[src/rtl/mem_arbiter_pkg.sv]
// Shared typedefs for the two-port memory arbiter: FSM state encoding and port indices.
package mem_arbiter_pkg;

    typedef enum logic [1:0] {
        IDLE   = 2'd0,
        ACCESS = 2'd1,
        RESP   = 2'd2
    } arb_state_t;

    localparam int PORT_CPU = 0;
    localparam int PORT_DBG = 1;

endpackage

[src/rtl/mem_arbiter_arb_pick.sv]
// Combinational winner selection for the two request ports.
// pointer holds the index of the last granted port; on contention the other port wins.
module arb_pick
    import mem_arbiter_pkg::*;
(
    input  logic [1:0] req,
    input  logic       pointer,
    output logic [1:0] winner
);

    always_comb begin
        winner = 2'b00;
        if (req[PORT_CPU] && (!req[PORT_DBG] || pointer)) begin
            winner[PORT_CPU] = 1'b1;
        end else if (req[PORT_DBG]) begin
            winner[PORT_DBG] = 1'b1;
        end
    end

endmodule

[src/rtl/mem_arbiter.sv]
// Two-port single-memory arbiter: IDLE/RESP sample requests, ACCESS drives the memory strobe.
// Define ARB_ROUND_ROBIN_EN for alternating priority on contention; otherwise port 0 always wins.
module mem_arbiter
    import mem_arbiter_pkg::*;
#(
    parameter int ADDR_W = 5,
    parameter int DATA_W = 8
) (
    input  logic              clk,
    input  logic              rst_,
    input  logic [1:0]        req,
    input  logic [1:0]        we,
    input  logic [ADDR_W-1:0] addr0,
    input  logic [ADDR_W-1:0] addr1,
    input  logic [DATA_W-1:0] wdata0,
    input  logic [DATA_W-1:0] wdata1,
    output logic [1:0]        gnt,
    output logic [1:0]        rvalid,
    output logic [DATA_W-1:0] rdata,
    output logic              mem_rd,
    output logic              mem_wr,
    output logic [ADDR_W-1:0] mem_addr,
    output logic [DATA_W-1:0] mem_din,
    input  logic [DATA_W-1:0] mem_dout
);

    arb_state_t        state_reg;
    logic              we_reg;
    logic [1:0]        gnt_reg;
    logic [1:0]        rvalid_reg;
    logic [DATA_W-1:0] rdata_reg;
    logic              mem_rd_reg;
    logic              mem_wr_reg;
    logic [ADDR_W-1:0] mem_addr_reg;
    logic [DATA_W-1:0] mem_din_reg;

    logic [1:0] winner;
    logic       pointer;
    logic       sel;

`ifdef ARB_ROUND_ROBIN_EN
    logic pointer_reg;
    assign pointer = pointer_reg;
`else
    assign pointer = 1'b1;
`endif

    arb_pick u_pick (
        .req     (req),
        .pointer (pointer),
        .winner  (winner)
    );

    assign sel = winner[PORT_DBG];

    always_ff @(posedge clk or negedge rst_) begin
        if (!rst_) begin
            state_reg    <= IDLE;
            we_reg       <= 1'b0;
            gnt_reg      <= 2'b00;
            rvalid_reg   <= 2'b00;
            rdata_reg    <= '0;
            mem_rd_reg   <= 1'b0;
            mem_wr_reg   <= 1'b0;
            mem_addr_reg <= '0;
            mem_din_reg  <= '0;
`ifdef ARB_ROUND_ROBIN_EN
            pointer_reg  <= 1'b1;
`endif
        end else begin
            gnt_reg    <= 2'b00;
            rvalid_reg <= 2'b00;
            mem_rd_reg <= 1'b0;
            mem_wr_reg <= 1'b0;
            case (state_reg)
                IDLE, RESP: begin
                    // Memory data is only valid during the read response cycle; keep it afterwards.
                    if (rvalid_reg != 2'b00) begin
                        rdata_reg <= mem_dout;
                    end
                    if (req != 2'b00) begin
                        state_reg    <= ACCESS;
                        gnt_reg      <= winner;
                        we_reg       <= we[sel];
                        mem_rd_reg   <= ~we[sel];
                        mem_wr_reg   <= we[sel];
                        mem_addr_reg <= sel ? addr1 : addr0;
                        mem_din_reg  <= sel ? wdata1 : wdata0;
`ifdef ARB_ROUND_ROBIN_EN
                        pointer_reg  <= sel;
`endif
                    end else begin
                        state_reg <= IDLE;
                    end
                end
                ACCESS: begin
                    state_reg <= RESP;
                    if (!we_reg) begin
                        rvalid_reg <= gnt_reg;
                    end
                end
                default: state_reg <= IDLE;
            endcase
        end
    end

    assign gnt      = gnt_reg;
    assign rvalid   = rvalid_reg;
    assign rdata    = (rvalid_reg != 2'b00) ? mem_dout : rdata_reg;
    assign mem_rd   = mem_rd_reg;
    assign mem_wr   = mem_wr_reg;
    assign mem_addr = mem_addr_reg;
    assign mem_din  = mem_din_reg;

endmodule

[config.mk]
export PLATFORM = sky130hd
export DESIGN_NAME = mem_arbiter
export DESIGN_NICKNAME = d
export VERILOG_FILES = /design/src/rtl/mem_arbiter_pkg.sv /design/src/rtl/mem_arbiter_arb_pick.sv /design/src/rtl/mem_arbiter.sv
export SDC_FILE = /design/constraint.sdc
export NUM_CORES = 1
export LEC_CHECK = 0
export CAP_MARGIN = 20
export CORE_ASPECT_RATIO = 2
export CORE_MARGIN = 5
export CORE_UTILIZATION = 40
export CTS_BUF_LIST = sky130_fd_sc_hd__clkbuf_4 sky130_fd_sc_hd__clkbuf_8
export DETAILED_ROUTE_END_ITERATION = 10
export PLACE_DENSITY = 0.84
export SETUP_SLACK_MARGIN = 0.4
export SLEW_MARGIN = 20
export SYNTH_ARGS = -nofsm -noshare
export SYNTH_HDL_FRONTEND = slang
export SYNTH_HIERARCHICAL = 1
export SYNTH_SLANG_ARGS = --single-unit
[constraint.sdc]
create_clock -name clk -period 3.24 [get_ports clk]
set_input_delay 0.648 -clock clk [delete_from_list [all_inputs] [get_ports clk]]
set_output_delay 0.648 -clock clk [all_outputs]
set_load 0.005 [all_outputs]
==> qor.yml <==
critical_path:
  crit_path_end_kind: "primary output"
  critical_path.startpoint_type: "flop"
  crit_chain: "nor2_2, mux2_2, clkdlybuf4s50_1"
  path_max_fanout: 8
  required_arrival_time_at_the_worst_endpoint_ns: 2.59
  slowest_delay_ns: 0.45
  cp.buffers_inverters: 1
  worst_path_dominant_cell_family: "buffers and inverters"
  worstSetupPathType: "flop to primary output"
  worst_ep_arrival_time_ns: 1.90
  worst_path_max_delay_cell: "clkdlybuf4s50_1"
clock_tree:
  clk_pin_slew_ns: 0.07
  tritoncts_buffers: 5
  cts.repair_timing.setup_buffer_count: 0
  cts_num_sinks: 30
  clock_tree.htree_level_count: 2
  ctsResizeCount: 0
  clk_root_buffer_cell: "clkbuf_8"
  cts_hold_buf: 0
  maximum_clock_path_buffer_count: 2
  clock_tree_from_tritoncts: "done"
  clock_network_latency_to_the_later_pin_of_the_worst_skew_pair_ns: 0.28
sta:
  final_critical_path_setup_slack_ns: 0.689
  shortest_period_the_worst_path_allows_ns: 2.55
  worst_slew_pin_slew_ns: 0.549
  finalSetupTns_ns: 0
  number_of_max_slew_violations_in_the_final_report: 0
  post-route-period-util: 0.787
  slew_headroom: 0.634
  finClkSkew_ns: 0.00609
  final_hold_viol_count: 0
  rsz0062_at_grt: "no"
  worst_hold_margin_ns: 0.437
  max_clock_freq_ghz: 0.392
  report.final.setup_viol: 0
cells_and_area:
  layout.cells.most_common_list: "clkdlybuf4s50_1, dfrtp_1, mux2_2, mux2_4, clkbuf_8"
  post_layout_nets: 205
  layout.cells.most_common: "clkdlybuf4s50_1"
  insertedDiodeCount: 0
  final_area_um2: 2260
  layout-drive-gt1-share: 0.343
  final_util: 0.632
  areaGrowthSynthToFinish_pct: 54.9
global_route:
  track_usage: 0.135
  aggregate_global_routing_overflow: 0
  number_of_antenna_violations_at_the_first_check_in_global_routing: 0
  first_pass_grt_wire_length_um: 4930
  grt_pass1_vias: 1083
  grt_max_degree: 31
place:
  gpl.final_weighted_congestion: 0.672
  dp_worst_setup_slack_ns: 0.798
  placement.io_buffers: 66
  detailed_place_hpwl_um: 2600
  postPlaceCellArea_um2: 2150
die:
  coreArea_um2: 3570
  design.die.area_um2: 5020
  row_count: 31
  initial_utilization: 0.408
  top_ports: 67
  die_width_um: 52.7
  die_outline_height_um: 95.3
yosys:
  synth.cell_area_um2: 1460
  post_synth_num_cell_types: 17
  post_synth.cell_area_avg_um2: 15.7
  ys_seq_elements: 30
  synthesis_warning_total: 6
  synth_cells: 93
  seq_area_frac_synth: 0.515
detailed_routing:
  met1_length_um: 1040
  route.met2.wl_um: 1860
  drt_wl_total_um: 3200
  detailedRoute.firstIterationViolations: 13
  wl_per_cell_um: 14.9
  dr_total_vias: 1019
  drt.antenna.violating_nets: 0
  detail_route.drc_violations: 0
  vias_per_cell: 4.74
  drt_pre_antenna_iters: 3
  wl_met3_um: 262
  top_signal_layer_used: "met4"
power_and_ir_drop:
  p_per_area_nw_per_um2: 597
  max-vdd-ir-drop_mv: 0.338
  leakage_nw: 0.989
run_status:
  status: "completed"
flow_run:
  cap_violations: 0
hold_path:
  hold_class: "flop to flop"
[per-layer routing]
layer,track usage,vias up
met3,0.0501,4
met5,0,-
li1,-,467
met1,0.126,502
met2,0.253,46
met4,0.0512,0
[power breakdown]
| part | total (mW) | internal, mW | switching (mW) |
|---|---|---|---|
| combinational | 0.467 | 0.339 | 0.128 |
| clock | 0.364 | 0.226 | 0.138 |
| sequential | 0.517 | 0.471 | 0.0461 |
| total | 1.35 | 1.04 | 0.312 |
[worst reg2reg max path: stages, from the launching register on]
cell and delay (ns):
dfrtp_1 0.38, o21ba_2 0.59, mux2_2 0.40
[worst paths after layout]
path,startpoint,to,slack (ns),cells past startpoint
max in group asynchronous,rst_,rdata_reg[0]$_DFFE_PN0P_,2.21,2
max,rvalid[1]$_DFF_PN0_,rdata[0],0.69,3
min reg2reg,state_reg[1]$_DFF_PN0_,state_reg[1]$_DFF_PN0_,0.44,1
min,state_reg[1]$_DFF_PN0_,state_reg[1]$_DFF_PN0_,0.44,1
min in group asynchronous,rst_,rvalid[1]$_DFF_PN0_,0.75,2
max reg2reg,state_reg[0]$_DFF_PN0_,mem_din[4]$_DFFE_PN0P_,1.75,2
[layout make-up]
cell class              count  area (um2)
fillers                   298        1310
flip-flops and latches     30         751
repair buffers             68         676
multi-input cells          58         652
clock buffers               5        68.8
well taps                  49        61.3
clock inverters             3        40.0
inverters                   2        7.51
[per-stage QoR]
step / total power [mW] / instances
detailed placement: 1.00 / 207
finish: 1.35 / 215
global placement: 0.979 / 207
global route: 1.42 / 215
floorplan: 0.730 / 94
CTS: 1.37 / 215
[cell usage after synthesis]
library cell   n  share of area
mux2_2        26           0.20
o21ba_2        1         0.0069
a21boi_0       1         0.0052
mux2i_1        2          0.014
buf_6          3          0.023
mux2_4        16           0.16
buf_12         1          0.014
a21boi_1       1         0.0052
and3_1         2         0.0086
and2_2         1         0.0052
o21bai_2       1         0.0077
inv_1          2         0.0052
nor2_2         1         0.0043
dfrtp_1       30           0.52
nor2b_1        2         0.0086
conb_1         1         0.0026
and2_1         2         0.0086
[kinds of logic (layout without fill, tap and decap cells)]
logic type,count (synthesis),after routing,share of synthesized area
AND/OR/NAND/NOR,8,8,0.0352
other,1,2,0.00257
buffers and inverters,6,78,0.0421
AO/OA/AOI/OAI,4,4,0.0249
flip-flops,30,30,0.515
multiplexers,44,44,0.380
(Power assumes the default switching activity.)
